--- config.mk ---
export PLATFORM = sky130hd
export DESIGN_NAME = disp_scan_ctrl
export DESIGN_NICKNAME = d
export VERILOG_FILES = /design/src/rtl/disp_pkg.sv /design/src/rtl/disp_slot_timer.sv /design/src/rtl/disp_scan_ctrl.sv
export SDC_FILE = /design/constraint.sdc
export NUM_CORES = 1
export LEC_CHECK = 0
export CORE_ASPECT_RATIO = 0.9
export CORE_MARGIN = 2
export CORE_UTILIZATION = 30
export CTS_CLUSTER_SIZE = 24
export DETAILED_ROUTE_END_ITERATION = 10
export PLACE_DENSITY = 0.52
export SYNTH_ARGS = -nofsm -noshare
export SYNTH_HDL_FRONTEND = slang
export SYNTH_SLANG_ARGS = --single-unit
--- constraint.sdc ---
create_clock -name clk -period 7.7 [get_ports clk]
set_input_delay 1.54 -clock clk [delete_from_list [all_inputs] [get_ports clk]]
set_output_delay 1.54 -clock clk [all_outputs]
set_load 0.005 [all_outputs]
--- src/rtl/disp_pkg.sv ---
// disp_pkg: shared types and constants for the seven-segment scan controller.
// Latency: n/a (types and constants only).
// Backpressure: n/a.
package disp_pkg;

  // Decoder code that lights no segments.
  localparam logic [4:0] CHAR_BLANK = 5'h1F;

  // 5-bit character code as understood by the segment decoder.
  typedef logic [4:0] char_t;

  // Scan FSM: a short all-anodes-off guard, then the digit is driven.
  typedef enum logic {
    S_GUARD = 1'b0,
    S_DRIVE = 1'b1
  } scan_state_t;

endpackage

--- src/rtl/disp_slot_timer.sv ---
// disp_slot_timer: free-running slot-cycle counter for the display scan.
// Latency: strobes are combinational decodes of the registered count.
// Backpressure: none; counts every cycle out of reset.
//
// Ports:
//   clk, rst_n  - clock, synchronous active-low reset
//   guard_done  - high on the last guard cycle of a slot
//   slot_done   - high on the last cycle of a slot
module disp_slot_timer #(
  parameter int SLOT_CYCLES  = 100000,
  parameter int GUARD_CYCLES = 2
) (
  input  logic clk,
  input  logic rst_n,
  output logic guard_done,
  output logic slot_done
);

  localparam int CNT_W = (SLOT_CYCLES > 1) ? $clog2(SLOT_CYCLES) : 1;
  localparam logic [CNT_W-1:0] LAST_CNT  = CNT_W'(SLOT_CYCLES - 1);
  localparam logic [CNT_W-1:0] GUARD_CNT = CNT_W'(GUARD_CYCLES - 1);

  logic [CNT_W-1:0] slot_cnt;

  // Counter restarts at 0 on every slot boundary, so slot length is exact.
  always_ff @(posedge clk) begin
    if (!rst_n) begin
      slot_cnt <= '0;
    end else if (slot_cnt == LAST_CNT) begin
      slot_cnt <= '0;
    end else begin
      slot_cnt <= slot_cnt + 1'b1;
    end
  end

  assign guard_done = (slot_cnt == GUARD_CNT);
  assign slot_done  = (slot_cnt == LAST_CNT);

endmodule

--- src/rtl/disp_scan_ctrl.sv ---
// disp_scan_ctrl: message buffer + time-multiplexed digit scan with optional scrolling.
// Latency: write visible in buf_count after 1 cycle; on display at the next guard entry of its digit.
// Backpressure: wr_ready drops while full, while clear is pulsed, and during reset.
//
// Ports:
//   clk, rst_n           - clock, synchronous active-low reset
//   wr_valid/wr_ready    - append handshake for wr_char
//   wr_char              - 5-bit character code to append
//   clear                - one-cycle pulse, empties the message (wins over a write)
//   scroll_en            - allow scrolling when the message is longer than the display
//   char_code            - registered code for the decoder, stable for a whole slot
//   an_n                 - registered active-low digit select, at most one bit low
//   buf_count, full      - fill level of the message buffer
module disp_scan_ctrl
  import disp_pkg::*;
#(
  parameter int NUM_DIGITS    = 8,
  parameter int BUF_DEPTH     = 16,
  parameter int SLOT_CYCLES   = 100000,
  parameter int GUARD_CYCLES  = 2,
  parameter int SCROLL_FRAMES = 60
) (
  input  logic                  clk,
  input  logic                  rst_n,
  input  logic                  wr_valid,
  output logic                  wr_ready,
  input  logic [4:0]            wr_char,
  input  logic                  clear,
  input  logic                  scroll_en,
  output logic [4:0]            char_code,
  output logic [NUM_DIGITS-1:0] an_n,
  output logic [4:0]            buf_count,
  output logic                  full
);

  localparam int DIGIT_W = $clog2(NUM_DIGITS);
  localparam int FRAME_W = (SCROLL_FRAMES > 1) ? $clog2(SCROLL_FRAMES) : 1;
  localparam logic [4:0]         ND5        = 5'(NUM_DIGITS);
  localparam logic [4:0]         DEPTH5     = 5'(BUF_DEPTH);
  localparam logic [DIGIT_W-1:0] LAST_DIGIT = DIGIT_W'(NUM_DIGITS - 1);
  localparam logic [FRAME_W-1:0] LAST_FRAME = FRAME_W'(SCROLL_FRAMES - 1);

  // ---------------------------------------------------------------------------
  // State
  // ---------------------------------------------------------------------------
  char_t                buf_mem [BUF_DEPTH];
  scan_state_t          state, state_nxt;
  logic [DIGIT_W-1:0]   digit, digit_nxt;
  logic [FRAME_W-1:0]   frame_cnt, frame_nxt;
  logic [3:0]           base, base_nxt;
  logic [NUM_DIGITS-1:0] an_n_nxt;
  logic [NUM_DIGITS-1:0] digit_onehot;

  logic guard_done;
  logic slot_done;
  logic advance;       // S_DRIVE -> S_GUARD: next digit's guard entry
  logic wrap;          // advance out of the last digit: frame boundary
  logic wr_fire;
  logic scroll_active;

  char_t      sel_char;
  logic [4:0] sel_idx;
  logic [4:0] digit_ext;

  disp_slot_timer #(
    .SLOT_CYCLES  (SLOT_CYCLES),
    .GUARD_CYCLES (GUARD_CYCLES)
  ) u_slot_timer (
    .clk        (clk),
    .rst_n      (rst_n),
    .guard_done (guard_done),
    .slot_done  (slot_done)
  );

  // ---------------------------------------------------------------------------
  // Write side
  // ---------------------------------------------------------------------------
  assign full     = (buf_count == DEPTH5);
  assign wr_ready = rst_n & ~full & ~clear;
  assign wr_fire  = wr_valid & wr_ready;

  // Contents need no reset: buf_count gates everything that reads them.
  always_ff @(posedge clk) begin
    if (wr_fire) begin
      buf_mem[buf_count[3:0]] <= wr_char;
    end
  end

  always_ff @(posedge clk) begin
    if (!rst_n) begin
      buf_count <= 5'd0;
    end else if (clear) begin
      buf_count <= 5'd0;
    end else if (wr_fire) begin
      buf_count <= buf_count + 5'd1;
    end
  end

  // ---------------------------------------------------------------------------
  // Scan FSM
  // ---------------------------------------------------------------------------
  always_comb begin
    digit_onehot        = '0;
    digit_onehot[digit] = 1'b1;
  end

  always_comb begin
    state_nxt = state;
    an_n_nxt  = an_n;
    advance   = 1'b0;
    case (state)
      S_GUARD: begin
        if (guard_done) begin
          state_nxt = S_DRIVE;
          an_n_nxt  = ~digit_onehot;
        end
      end
      S_DRIVE: begin
        if (slot_done) begin
          state_nxt = S_GUARD;
          an_n_nxt  = '1;
          advance   = 1'b1;
        end
      end
      default: begin
        state_nxt = S_GUARD;
        an_n_nxt  = '1;
      end
    endcase
  end

  assign wrap      = advance & (digit == LAST_DIGIT);
  assign digit_nxt = advance ? (wrap ? '0 : digit + 1'b1) : digit;

  // ---------------------------------------------------------------------------
  // Scroll window. base only moves on a frame wrap, and the same-edge char
  // selection below uses base_nxt, so digit 0 of the new frame already sees
  // the new window and no frame mixes two positions.
  // ---------------------------------------------------------------------------
  assign scroll_active = scroll_en & (buf_count > ND5);

  always_comb begin
    base_nxt  = base;
    frame_nxt = frame_cnt;
    if (clear) begin
      base_nxt  = 4'd0;
      frame_nxt = '0;
    end else if (!scroll_active) begin
      frame_nxt = '0;
    end else if (wrap) begin
      if (frame_cnt == LAST_FRAME) begin
        frame_nxt = '0;
        base_nxt  = (({1'b0, base} + 5'd1) == buf_count) ? 4'd0 : base + 4'd1;
      end else begin
        frame_nxt = frame_cnt + 1'b1;
      end
    end
  end

  // ---------------------------------------------------------------------------
  // Character selection for the digit about to be shown. The sum base+digit
  // stays below 2*buf_count, so one conditional subtract is enough.
  // ---------------------------------------------------------------------------
  assign digit_ext = {{(5 - DIGIT_W){1'b0}}, digit_nxt};

  always_comb begin
    sel_char = CHAR_BLANK;
    sel_idx  = 5'd0;
    if (buf_count <= ND5) begin
      if (digit_ext < buf_count) begin
        sel_char = buf_mem[digit_ext[3:0]];
      end
    end else begin
      sel_idx = {1'b0, base_nxt} + digit_ext;
      if (sel_idx >= buf_count) begin
        sel_idx = sel_idx - buf_count;
      end
      sel_char = buf_mem[sel_idx[3:0]];
    end
  end

  // ---------------------------------------------------------------------------
  // Registers
  // ---------------------------------------------------------------------------
  always_ff @(posedge clk) begin
    if (!rst_n) begin
      state     <= S_GUARD;
      digit     <= '0;
      frame_cnt <= '0;
      base      <= 4'd0;
      an_n      <= '1;
      char_code <= CHAR_BLANK;
    end else begin
      state     <= state_nxt;
      digit     <= digit_nxt;
      frame_cnt <= frame_nxt;
      base      <= base_nxt;
      an_n      <= an_n_nxt;
      if (advance) begin
        char_code <= sel_char;
      end
    end
  end

endmodule
* Word-level counts from Yosys, hierarchy flattened
Memory sizes are Yosys's and may differ from the RTL's.
Index checks and enable logic that the tools add are counted.
** Word-level totals
- Register bits after elaboration :: 49
- Bits in writable memories :: 80
- Bits of input ports :: 10
- Output and inout port bits :: 20
- Logic and storage cells :: 71
- Memories kept :: 1
** Memories
- buf_mem :: depth 16, bits a word 5, read ports 2, clocked after Yosys merged registers in 0, wr ports 1, line disp_scan_ctrl.sv:46 : char_t buf_mem [BUF_DEPTH];
** Operators by class
- Add/sub/neg operators :: 8
- Order comparisons :: 6
- Eq/ne operators :: 8
- Mux-type cells :: 24
- Bitwise gates (word level) :: 11
- Reduce and logical (&&, ||, !) cells :: 5
** Operators by type and width (count)
- 2-to-1 mux 4 bit :: 7
- adder 17 x 1 -> 17 bit (second input constant) :: 1
- == test 17 x 1 -> 1 bit (second input constant) :: 1
- == test 17 bit (second input constant) :: 1
- 2-to-1 mux 8 bit :: 2
- case mux 8 bit (2 select lines) :: 1
- 2-to-1 mux 5 bit :: 2
- NOT 8 bit :: 1
- 2-to-1 mux 1 bit :: 7
- adder 6 x 1 -> 6 bit (second input constant) :: 1
- == test 6 bit (second input constant) :: 1
- 2-to-1 mux 3 bit :: 2
- 2-to-1 mux 6 bit :: 1
- adder 4 x 1 -> 5 bit (second input constant) :: 1
- adder 4 x 3 -> 5 bit :: 1
- adder 5 x 1 -> 5 bit (second input constant) :: 1
- AND 1 bit :: 5
- == test 5 bit :: 1
- == test 5 bit (second input constant) :: 1
- >= comparator 5 bit :: 1
- greater-than comparator 5 x 4 -> 1 bit (second input constant) :: 1
- less-or-equal comparator 5 x 4 -> 1 bit (second input constant) :: 1
- less-than comparator 3 x 5 -> 1 bit :: 1
- NOT 1 bit :: 5
- 14 further kinds :: 15

* Depth between registers and ports, before layout
Gate-level depths: netlist of run 1.
An unclocked memory read counts as a cell.
- Depth after elaboration :: 13
- Mapped depth :: 26
- Mapped depth without buffers :: 24

* Modules after synthesis
From an unflattened synthesis of run 1, not the netlist that was laid out.
** Second synthesis, totals
- Cells, all modules :: 541
- Area, all modules :: 6454.9 um^2
** Modules (own cells, without submodules)
- disp_scan_ctrl :: instances 1, cells each 446, area an instance 5612.9 um^2, seq. area each 3042.9 um^2
- disp_slot_timer :: instances 1, cells each 95, area an instance 842.1 um^2, seq. area each 340.3 um^2

* Worst setup path after synthesis of run 1
OpenSTA, ideal clock, no wires.
- Kind :: input to register
- Start :: input scroll_en
- End :: register char_code[0]
- Setup time :: 0.115 ns
- Arrival :: 5.771 ns
- Data required time :: 7.585 ns
- Slack :: 1.814 ns
- Stages :: 20
- Buffers on the path :: 1
- Cells stage by stage :: nand2b_1 o41ai_1 a21oi_1 nor2_1 ha_1 a21oi_1 o41ai_2 xor2_1 inv_1 ha_1 or2_2 a21oi_1 a31oi_2 a21oi_1 buf_2 mux4_2 nor2b_1 a2111oi_0 mux2i_1 nor2b_1
** Between the ends
- Word-level cells in the longest chain between the ends :: 9
- Elaborated cells between the ends (all ways) :: 10
- Those cells by class :: 2 x add/sub; 1 x order compare; 5 x mux; 1 x bitwise; 1 x memory
** Ends and longest elaborated chain
- start, declared :: line disp_scan_ctrl.sv:29 : input logic scroll_en,
- AND 1 bit (*) :: line disp_scan_ctrl.sv:140 : assign scroll_active = scroll_en & (buf_count > ND5);
- 2-to-1 mux 4 bit (*) :: line disp_scan_ctrl.sv:148 : end else if (!scroll_active) begin
- 2-to-1 mux 4 bit (*) :: line disp_scan_ctrl.sv:145 : if (clear) begin
- adder 4 x 3 -> 5 bit (*) :: line disp_scan_ctrl.sv:174 : sel_idx = {1'b0, base_nxt} + digit_ext;
- subtractor 4 bit or >= comparator 5 bit (tied branches) :: line disp_scan_ctrl.sv:176, disp_scan_ctrl.sv:175
- 2-to-1 mux 4 bit (*) :: line disp_scan_ctrl.sv:175 : if (sel_idx >= buf_count) begin
- 2-to-1 mux 4 bit (*) :: line disp_scan_ctrl.sv:169 : if (buf_count <= ND5) begin
- memory read (16 x 5 bit) (*)
- 2-to-1 mux 5 bit (*) :: line disp_scan_ctrl.sv:169
- end signal, assigned :: line disp_scan_ctrl.sv:200 : char_code <= sel_char;
- end, declared :: line disp_scan_ctrl.sv:30 : output logic [4:0] char_code,
Mark *: on every way between the ends. The rest lies on a longest branch, timed or not. The select of a mux whose other input is x is not followed.
A chain may end at the register's enable or synchronous reset.

* Worst setup path after layout of run 1
- Start :: register u_slot_timer.slot_cnt[0]
- End :: register char_code[2]
** Between the ends
- Word-level cells in the longest chain between the ends :: 13
- Elaborated cells between the ends (all ways) :: 18
- Those cells by class :: 2 x add/sub; 2 x order compare; 1 x eq/ne; 11 x mux; 1 x bitwise; 1 x memory
** Ends and longest elaborated chain
- start, declared :: line disp_slot_timer.sv:23 : logic [CNT_W-1:0] slot_cnt;
- start signal, assigned :: line disp_slot_timer.sv:32 : slot_cnt <= slot_cnt + 1'b1;
- == test 17 bit (*) :: line disp_slot_timer.sv:37 : assign slot_done = (slot_cnt == LAST_CNT);
- 2-to-1 mux 1 bit (*) :: line disp_scan_ctrl.sv:119 : if (slot_done) begin
- 2-to-1 mux 1 bit (*) :: line disp_scan_ctrl.sv:111 : case (state)
- AND 1 bit :: line disp_scan_ctrl.sv:132 : assign wrap = advance & (digit == LAST_DIGIT);
- 2-to-1 mux 4 bit :: line disp_scan_ctrl.sv:150 : end else if (wrap) begin
- 2-to-1 mux 4 bit :: line disp_scan_ctrl.sv:148
- 2-to-1 mux 4 bit :: line disp_scan_ctrl.sv:145
- adder 4 x 3 -> 5 bit :: line disp_scan_ctrl.sv:174
- subtractor 4 bit or >= comparator 5 bit (tied branches) :: line disp_scan_ctrl.sv:176, disp_scan_ctrl.sv:175
- 2-to-1 mux 4 bit :: line disp_scan_ctrl.sv:175
- 2-to-1 mux 4 bit :: line disp_scan_ctrl.sv:169
- memory read (16 x 5 bit)
- 2-to-1 mux 5 bit :: line disp_scan_ctrl.sv:169
Marks and branches as above.

==> impl_metrics.csv, run 1 <==
group,metric,value,unit
logic_synthesis,synth_compound_area_share,6.89,%
power_and_ir_drop,p_leak,2.70,nW
timing,worstMarginPinSlew,1.14,ns
logic_synthesis,ys_seq_area_share,52.5,%
min_path,hp-class,"register to register",
cts,clkLatencyLatePin,0.42,ns
global_route,grt_max_degree,23,
worst_setup_path,cp_common_cell,"ha_1",
route,drt_wl_total,15400,um
layout,final_cell_mix,"99 x nand2_1, 80 x edfxtp_1, 72 x nor2_1",
timing,rsz0062_at_grt,"false",
floorplan,die_area,22700,um2
logic_synthesis,synth-adder-area-share,4.50,%
cts,clockBufferDepth,2,
logic_synthesis,synth_async_sr_flop_share,0,%
route,drtAntennaViolNets,0,
place,dp_hpwl,10900,um
cts,cts_made_buffers,17,
timing,fin_crit_sh,90.2,%
run,maxCapViolations,0,
route,drc,0,
global_route,grtUsageTotal,14.6,%
route,routed_via_density,4.83,
floorplan,io-pin-count,30,
worst_setup_path,max_stage_delay,0.66,ns
place,place_congestion,0.793,
power_and_ir_drop,seqPwrFrac,46.9,%
cts,tritoncts,"done",
worst_setup_path,worst_ep_required_time,8.01,ns
worst_setup_path,cp.arrival,7.25,ns
route,vias,4512,
floorplan,dieHeight,143,um
cts,cts_htree_levels,4,
worst_setup_path,endpoint_kind,"register",
cts,cts_root_buf,"clkbuf_16",
power_and_ir_drop,power.density,207,nW/um2
floorplan,initial_core_util,30.7,%
logic_synthesis,yosys.area_share.simple,20.5,%
layout,mostFrequentLayoutCell,"nand2_1",
logic_synthesis,synthCells,606,
logic_synthesis,syn_nets,638,
worst_setup_path,worstPathMaxFanout,22,
timing,setup_viol,0,
timing,slew_headroom,23.2,%
worst_setup_path,cpMaxStageDelayCell,"a21oi_2",
floorplan,num_rows,50,
cts,cts_sinks,129,
route,drt_iter0_drc,325,
logic_synthesis,synth_cell_type_count,55,
power_and_ir_drop,p_clk_share,50.0,%
cts,post-cts-setup-buffer-count,0,
logic_synthesis,yosysWarnings,0,
place,port-buffer-count,29,
cts,cts_resized,0,
layout,utilization,36.4,%
logic_synthesis,synth_top_family_by_area,"simple AND/OR/NAND/NOR gates",
status,outcome,"complete, no violations",
timing,period_needed,6.94,ns
global_route,grt_pass1_wl,25000,um
floorplan,core,21000,um2
logic_synthesis,synth_area_leaders,"edfxtp_1 37%, dfxtp_1 15%, nand2_1 5.8%",
layout,layout-drive-gt1-share,11.9,%
cts,clk_pin_slew_worst_paths,0.06,ns
logic_synthesis,yosys_most_used_dff,"edfxtp_1",
timing,tns,0,ns
power_and_ir_drop,p_sw,367,uW
logic_synthesis,syn_area_per_cell,10.6,um2
route,drt_pass1_iterations,5,
logic_synthesis,yosysTopAreaCellShare,37.3,%
global_route,antenna_found_initial,0,
logic_synthesis,synth.largest_area_cell,"edfxtp_1",
logic_synthesis,synth.area.mux_share,8.74,%
worst_setup_path,crit_chain,"ha_1, nand4_4, nor4_4, nand3_4, mux2i_1, buf_4, inv_1, ha_1, nand2_1, o41ai_2, xor2_1, inv_1, ha_1, or2_2, a21oi_1, a31oi_2, nor2_1, a21oi_2, mux4_2, nor2b_1, a2111oi_0, mux2i_1, nor2b_1",
layout,antenna-diode-count,0,
worst_setup_path,critical_path_class,"register to register",
logic_synthesis,ys_seq_elements,129,
timing,fin_skew,0.00832,ns
route,post_drt_wl_per_cell,16.4,um
cts,hold_buffers,0,
worst_setup_path,cp.buffers_inverters,3,
worst_setup_path,critPathTopFamily,"compound AO/OA/AOI/OAI gates",
layout,area_growth,18.3,%
logic_synthesis,syn_area,6440,um2
logic_synthesis,synth-xor-area-share,4.35,%
timing,hold_viol,0,
global_route,grt_pass1_vias,4605,
global_route,overflow,0,
power_and_ir_drop,p_comb_share,3.1,%
layout,fin_nets,667,
floorplan,die_w,158,um
timing,max_freq,0.144,GHz
timing,slew_violations,0,
power_and_ir_drop,ir_worst_vdd,0.121,mV
worst_setup_path,start_kind,"register",
power_and_ir_drop,p_int,1.21,mW
power_and_ir_drop,swShare,23.3,%
logic_synthesis,synth_edf_count,80,
-- flip-flops by register name, summed over array words and instances, names as in the netlist --
name,cells
an_n,8
base,4
frame_cnt,6
buf_count,5
u_slot_timer.slot_cnt,17
buf_mem,80
digit,3
state,1
char_code,5
-- metrics by stage --
step | hold slack [ns] | total power [mW] | worst slack, ns | instance area [um2] | std cells
2_1_floorplan | 0.441 | 0.782 | 1.81 | 6440 | 606
3_3_place_gp | 0.462 | 0.803 | 0.568 | 7050 | 902
3_5_place_dp | 0.476 | 0.804 | 0.481 | 7050 | 902
4_1_cts | 0.489 | 1.59 | 0.708 | 7620 | 934
5_1_grt | 0.542 | 1.63 | 0.208 | 7620 | 934
6_report | 0.484 | 1.58 | 0.756 | 7620 | 934
-- path summary, 6_finish.rpt --
kind                       startpoint                  endpoint  slack (ns)  cells past startpoint
max          u_slot_timer.slot_cnt[0]              char_code[2]        0.76                     23
min          u_slot_timer.slot_cnt[0]  u_slot_timer.slot_cnt[0]        0.48                      1
max reg2reg  u_slot_timer.slot_cnt[0]              char_code[2]        0.76                     23
min reg2reg  u_slot_timer.slot_cnt[0]  u_slot_timer.slot_cnt[0]        0.48                      1
-- metal layers --
layer,up-vias,track usage [%],wire [um]
met3,19,2.97,434
met2,65,24.1,7420
met1,2191,19.3,7300
met5,-,0,0
met4,0,4.60,196
li1,2237,-,-
-- power groups by stage --
stage | clock network (mW) | logic, mW | registers, mW
floorplan | 0 | 0.0274 | 0.754
global placement | 0 | 0.0482 | 0.755
detailed placement | 0 | 0.0489 | 0.755
CTS | 0.803 | 0.0491 | 0.740
global route | 0.832 | 0.0541 | 0.740
finish | 0.788 | 0.0481 | 0.740
-- logic make-up (layout without fill, tap and decap cells) --
group	Yosys count	count (layout)
mux	40	40
simple gates	278	278
fa+ha+maj	22	22
xor+xnor	32	32
compound gates	64	64
buf+inv	41	83
flops	129	129
-- Yosys cell counts, types with 2 or more instances --
library cell  instances
mux2_2               10
ha_1                 20
clkbuf_1             21
a21boi_0              2
nor4_1                2
a21oi_1              18
o211ai_1              5
and2_1                9
and3_1                5
buf_2                 5
xor2_1               18
nor3_1               12
edfxtp_1             80
dfxtp_1              49
mux4_2               11
a2111oi_0             8
nor2b_1              14
o21ai_0              15
fa_1                  2
xnor2_1              14
inv_1                14
mux2i_1              18
nand2_1              99
nand2b_1              5
nand3_1              39
a211oi_1              4
nand4_1               7
nor2_1               72
a311oi_1              2
-- final cells by class --
class                      count  area, um2
timing repair buffer          36        343
fill                        2045      13300
tap                          286        358
multi-input combinational    436       2910
clock inverter                15        150
inverter                      15       58.8
clock buffer                  17        425
sequential                   129       3380
No activity file was read; power rests on OpenSTA's default activity.
==> run 2, diff against run 1 <==
- CTS_BUF_LIST: unset -> sky130_fd_sc_hd__clkbuf_8
- REMOVE_ABC_BUFFERS: unset -> 1
==> run 2 against run 1 <==
  * Die area unchanged
  * Combinational power up 1%
  * Sequential share of layout area up 1.1 points
  * Non-clock buffer count unchanged
  * Count of clock-buffer cells in the layout unchanged
  * Largest power group is now sequential cells
  * Register-to-register slack better by 0.39 ns
  * Clock power down 27%
  * Maximum frequency up 5.9%
==> impl_metrics.csv, run 2 (same netlist as run 1, synthesis figures left out) <==
group,metric,value,unit
status,outcome,"complete, no violations",
power_and_ir_drop,power.density,183,nW/um2
cts,clk_pin_slew_worst_paths,0.08,ns
cts,post-cts-setup-buffer-count,0,
power_and_ir_drop,ir_worst_vdd,0.103,mV
worst_setup_path,critical_path_class,"register to register",
floorplan,die_w,158,um
route,drtAntennaViolNets,0,
worst_setup_path,cpMaxStageDelayCell,"mux2_2",
worst_setup_path,worst_ep_required_time,8.04,ns
min_path,min_delay_worst_endpoint,"u_slot_timer.slot_cnt[0]",
floorplan,io-pin-count,30,
global_route,grt_max_degree,29,
floorplan,core,21000,um2
worst_setup_path,cp.arrival,6.90,ns
run,maxCapViolations,0,
worst_setup_path,timing.reg2reg.setup_slack,1.14,ns
route,drt_wl_total,15900,um
cts,cts_root_buf,"clkbuf_8",
timing,slew_headroom,25.9,%
min_path,hp-class,"register to register",
cts,cts_htree_levels,4,
cts,hold_buffers,0,
place,dp_cells,902,
route,drt_iter0_drc,271,
layout,layout-drive-gt1-share,11.9,%
timing,slew_violations,0,
timing,rsz0062_at_grt,"false",
global_route,overflow,0,
layout,fin_nets,667,
place,port-buffer-count,29,
place,pre_cts_slack,0.752,ns
power_and_ir_drop,p_clk_share,42.3,%
layout,largest_reg_flops,80,
min_path,hp-start,"u_slot_timer.slot_cnt[0]",
worst_setup_path,max_stage_delay,0.84,ns
worst_setup_path,r2r-end,"char_code[0]",
route,highest_layer,"met4",
route,met3_length,673,um
timing,period_needed,6.56,ns
global_route,grt_pass1_wl,25300,um
route,post_drt_wl_per_cell,17.0,um
route,route.met2.wl,7180,um
route,vias,4596,
timing,tns,0,ns
worst_setup_path,endpoint_kind,"register",
cts,clockBufferDepth,2,
layout,fin_cells,934,
timing,fin_hold_ws,0.487,ns
worst_setup_path,critPathTopFamily,"multiplexers",
timing,hold_viol,0,
cts,cts_resized,0,
timing,setup_viol,0,
timing,fin_crit_sh,85.2,%
layout,area_growth,15.5,%
power_and_ir_drop,seqPwrFrac,54.2,%
place,dp_hpwl,10800,um
global_route,grtUsageTotal,14.9,%
worst_setup_path,crit_chain,"ha_1, nand4_4, nor4_4, nand3_4, mux2i_4, inv_4, ha_1, a21oi_1, o41ai_2, xor2_1, inv_1, ha_1, or2_2, a21oi_1, a31oi_2, mux2_2, mux2_2, nor2_1, a21oi_1, a2111oi_0, mux2i_1, nor2b_1",
min_path,holdPathStages,1,
cts,tritoncts,"done",
worst_setup_path,cp.buffers_inverters,2,
layout,antenna-diode-count,0,
floorplan,dieHeight,143,um
route,routed_via_density,4.92,
worst_setup_path,reg2reg_from,"u_slot_timer.slot_cnt[0]",
place,place_congestion,0.810,
floorplan,num_rows,50,
route,drc,0,
cts,cts_made_buffers,17,
timing,fin_skew,0.0131,ns
power_and_ir_drop,p_comb_share,3.6,%
global_route,antenna_found_initial,0,
timing,max_freq,0.152,GHz
power_and_ir_drop,p_int,998,uW
floorplan,die_area,22700,um2
worst_setup_path,worstPathMaxFanout,28,
power_and_ir_drop,swShare,26.9,%
layout,final_cell_mix,"99 x nand2_1, 80 x edfxtp_1, 72 x nor2_1",
layout,utilization,35.5,%
floorplan,initial_core_util,30.7,%
route,wl_met1,7710,um
power_and_ir_drop,p_leak,2.62,nW
route,drt_pass1_iterations,5,
timing,worstMarginPinSlew,1.10,ns
global_route,grt_pass1_vias,4565,
worst_setup_path,start_kind,"register",
cts,clkLatencyLatePin,0.45,ns
cts,cts_sinks,129,
timing,fin_ws,1.14,ns
power_and_ir_drop,p_sw,367,uW
worst_setup_path,reg2reg_depth,22,
layout,mostFrequentLayoutCell,"nand2_1",
[run 2: metrics by stage]
stage	area (um2)	power, mW
2_1_floorplan	6340	0.779
3_3_place_gp	7050	0.804
3_5_place_dp	7050	0.805
4_1_cts	7440	1.38
5_1_grt	7440	1.41
6_report	7440	1.37
[run 2: worst reg2reg max path, stage by stage (launching register included)]
cell and delay, ns:
dfxtp_1 0.40, ha_1 0.28, nand4_4 0.17, nor4_4 0.44, nand3_4 0.22, mux2i_4 0.66
inv_4 0.20, ha_1 0.38, a21oi_1 0.20, o41ai_2 0.10, xor2_1 0.31, inv_1 0.10
ha_1 0.31, or2_2 0.28, a21oi_1 0.18, a31oi_2 0.12, mux2_2 0.84, mux2_2 0.42
nor2_1 0.08, a21oi_1 0.05, a2111oi_0 0.45, mux2i_1 0.13, nor2b_1 0.14
[run 2: how the worst max path moves through the flow]
stage / from / to / slack [ns] / cells after the start
floorplan: u_slot_timer.slot_cnt[0] / char_code[0] / 0.59 / 18
global route: u_slot_timer.slot_cnt[0] / char_code[2] / 0.61 / 23
CTS: u_slot_timer.slot_cnt[0] / char_code[0] / 1.11 / 22
detailed placement: scroll_en / char_code[0] / 0.75 / 21
global placement: scroll_en / char_code[2] / 0.82 / 21
finish: u_slot_timer.slot_cnt[0] / char_code[0] / 1.14 / 22
[run 2: cell type report]
cell class,count,area (um2)
clock buffer,17,234
sequential,129,3380
fill,2094,13500
multi-input combinational,436,2910
timing repair buffer,36,343
clock inverter,15,158
tap,286,358
inverter,15,58.8
[run 2: metal layers]
metal	global-route usage [%]	up-vias
met4	4.46	0
met3	3.61	24
met5	0	-
met1	20.5	2233
li1	-	2226
met2	23.2	113
[run 2: power by group through the flow]
stage                     clock network [mW]  logic [mW]  registers [mW]
after CTS                              0.590      0.0498           0.740
final                                  0.577      0.0488           0.739
after global routing                   0.617      0.0547           0.740
after floorplan                            0      0.0252           0.754
after global placement                     0      0.0487           0.755
after detailed placement                   0      0.0494           0.756
==> run 3, diff against run 2 <==
--- a/config.mk
+++ b/config.mk
@@ -6,4 +6,5 @@
 export NUM_CORES = 1
 export LEC_CHECK = 0
+export CAP_MARGIN = 20
 export CORE_ASPECT_RATIO = 0.9
 export CORE_MARGIN = 2
@@ -12,5 +13,4 @@
 export CTS_CLUSTER_SIZE = 24
 export DETAILED_ROUTE_END_ITERATION = 10
-export PLACE_DENSITY = 0.52
 export REMOVE_ABC_BUFFERS = 1
 export SYNTH_ARGS = -nofsm -noshare
==> constraint.sdc (replaced) <==
create_clock -name clk -period 7.7 [get_ports clk]
set_input_delay 1.155 -clock clk [delete_from_list [all_inputs] [get_ports clk]]
set_output_delay 1.155 -clock clk [all_outputs]
set_load 0.005 [all_outputs]
==> run 3 against run 2 <==
  * Utilization rose by 0.11 points
  * Via count is 1.3% lower
  * Routed wire length decreased by 4.9%
  * Largest cell class unchanged
  * Critical path type unchanged
  * Hold slack worse by 0.0014 ns
  * Clock skew is 0.0019 ns higher
  * Sequential cell count unchanged
  * Count of clock-buffer cells in the layout unchanged
==> impl_metrics.csv, run 3 (same netlist as run 1, synthesis figures left out) <==
group,metric,value,unit
floorplan,die_w,158,um
place,pre_cts_slack,0.819,ns
floorplan,die_area,22700,um2
layout,final_cell_mix,"99 x nand2_1, 80 x edfxtp_1, 72 x nor2_1",
power_and_ir_drop,p_clk_share,42.6,%
layout,layout-drive-gt1-share,12.3,%
cts,cts_htree_levels,4,
power_and_ir_drop,swShare,25.4,%
cts,hold_buffers,0,
global_route,grt_pass1_vias,4364,
cts,tritoncts,"done",
timing,setup_viol,0,
route,drtAntennaViolNets,0,
timing,fin_ws,1.14,ns
worst_setup_path,r2r-end,"char_code[0]",
floorplan,core,21000,um2
worst_setup_path,reg2reg_depth,22,
cts,cts_made_buffers,17,
global_route,overflow,0,
worst_setup_path,critical_path_class,"register to register",
floorplan,io-pin-count,30,
global_route,grt_max_degree,29,
layout,antenna-diode-count,0,
cts,clk_pin_slew_worst_paths,0.09,ns
worst_setup_path,start_kind,"register",
power_and_ir_drop,p_leak,2.63,nW
cts,cts_resized,0,
cts,cts_sinks,129,
worst_setup_path,endpoint_kind,"register",
route,routed_via_density,4.85,
route,vias,4535,
layout,fin_nets,669,
min_path,min_delay_worst_endpoint,"u_slot_timer.slot_cnt[0]",
route,drt_iter0_drc,341,
cts,post-cts-setup-buffer-count,0,
timing,worstMarginPinSlew,1.06,ns
timing,fin_skew,0.0150,ns
global_route,antenna_found_initial,0,
place,dp_hpwl,10300,um
worst_setup_path,crit_start,"u_slot_timer.slot_cnt[0]",
timing,slew_violations,0,
timing,rsz0062_at_grt,"false",
status,outcome,"complete, no violations",
timing,max_freq,0.153,GHz
route,drt_wl_total,15100,um
timing,period_needed,6.56,ns
place,place_congestion,0.809,
worst_setup_path,worstPathMaxFanout,28,
layout,largest_reg_flops,80,
layout,area_growth,15.8,%
power_and_ir_drop,p_sw,349,uW
power_and_ir_drop,p_comb_share,3.6,%
worst_setup_path,worst_ep_required_time,8.04,ns
timing,fin_crit_sh,85.2,%
power_and_ir_drop,power.density,184,nW/um2
route,post_drt_wl_per_cell,16.1,um
worst_setup_path,timing.reg2reg.setup_slack,1.14,ns
global_route,grtUsageTotal,14.1,%
floorplan,num_rows,50,
route,drc,0,
worst_setup_path,reg2reg_from,"u_slot_timer.slot_cnt[0]",
cts,cts_root_buf,"clkbuf_8",
floorplan,dieHeight,143,um
cts,clockBufferDepth,2,
min_path,hp-start,"u_slot_timer.slot_cnt[0]",
worst_setup_path,cp.arrival,6.90,ns
layout,fill_cells,2099,
timing,hold_viol,0,
run,maxCapViolations,0,
layout,mostFrequentLayoutCell,"nand2_1",
min_path,hp-class,"register to register",
timing,slew_headroom,28.6,%
power_and_ir_drop,seqPwrFrac,53.8,%
place,port-buffer-count,29,
power_and_ir_drop,p_int,1.02,mW
global_route,grt_pass1_wl,24400,um
route,drt_pass1_iterations,7,
power_and_ir_drop,ir_worst_vdd,0.145,mV
min_path,holdPathStages,1,
floorplan,initial_core_util,30.7,%
cts,clkLatencyLatePin,0.45,ns
timing,tns,0,ns
-- run 3: worst max-delay path by stage --
stage	slack, ns	cells past startpoint	end
3_5_place_dp	0.82	21	char_code[0]
4_1_cts	0.89	22	char_code[0]
2_1_floorplan	0.59	18	char_code[0]
6_report	1.14	22	char_code[0]
3_3_place_gp	0.89	21	char_code[2]
5_1_grt	0.71	22	char_code[0]
-- run 3: metrics by stage --
step / instances / cell area (um2) / hold WS, ns / power (mW) / utilization, %
detailed placement: 902 / 7050 / 0.469 / 0.804 / 33.6
floorplan: 580 / 6340 / 0.441 / 0.779 / -
global route: 936 / 7460 / 0.516 / 1.42 / 35.6
CTS: 934 / 7440 / 0.486 / 1.39 / 35.5
finish: 936 / 7460 / 0.486 / 1.37 / 35.6
global placement: 902 / 7050 / 0.462 / 0.804 / 33.6
-- run 3: worst max-delay path, stage by stage (launching register included) --
cell and delay [ns]:
dfxtp_1 0.40, ha_1 0.29, nand4_4 0.17, nor4_4 0.41, nand3_4 0.22, mux2i_2 0.22, inv_1 0.61, ha_1 0.32
nand2_1 0.07, o41ai_2 0.23, xor2_1 0.32, inv_1 0.08, ha_1 0.30, or2_2 0.28, a21oi_1 0.17, a31oi_2 0.12
mux2_2 0.78, mux2_2 0.42, nor2_1 0.08, a21oi_1 0.05, a2111oi_0 0.60, mux2i_1 0.13, nor2b_1 0.15
-- run 3: cell type report --
cell class / count / area (um2) / share of cell area, %
flip-flops and latches: 129 / 3380 / 45.3
clock buffers: 17 / 234 / 3.13
multi-input cells: 436 / 2910 / 39.0
inverters: 15 / 58.8 / 0.788
clock inverters: 15 / 158 / 2.11
well taps: 286 / 358 / 4.79
repair buffers: 38 / 363 / 4.86
-- run 3: power by group through the flow --
| stage | combinational, mW | clock, mW | sequential, mW |
|---|---|---|---|
| after floorplan | 0.0252 | 0 | 0.754 |
| after global placement | 0.0486 | 0 | 0.755 |
| after detailed placement | 0.0492 | 0 | 0.755 |
| after CTS | 0.0494 | 0.598 | 0.739 |
| after global routing | 0.0550 | 0.624 | 0.740 |
| final | 0.0494 | 0.585 | 0.739 |
-- run 3: metal layers --
metal	vias up	GRT usage (%)	share of wire (%)	wire, um
met1	2180	21.2	52	7900
met5	-	0	0	0
met3	9	2.73	4.6	688
met4	0	3.70	0.59	89
met2	117	20.8	42	6400
li1	2229	-	-	-
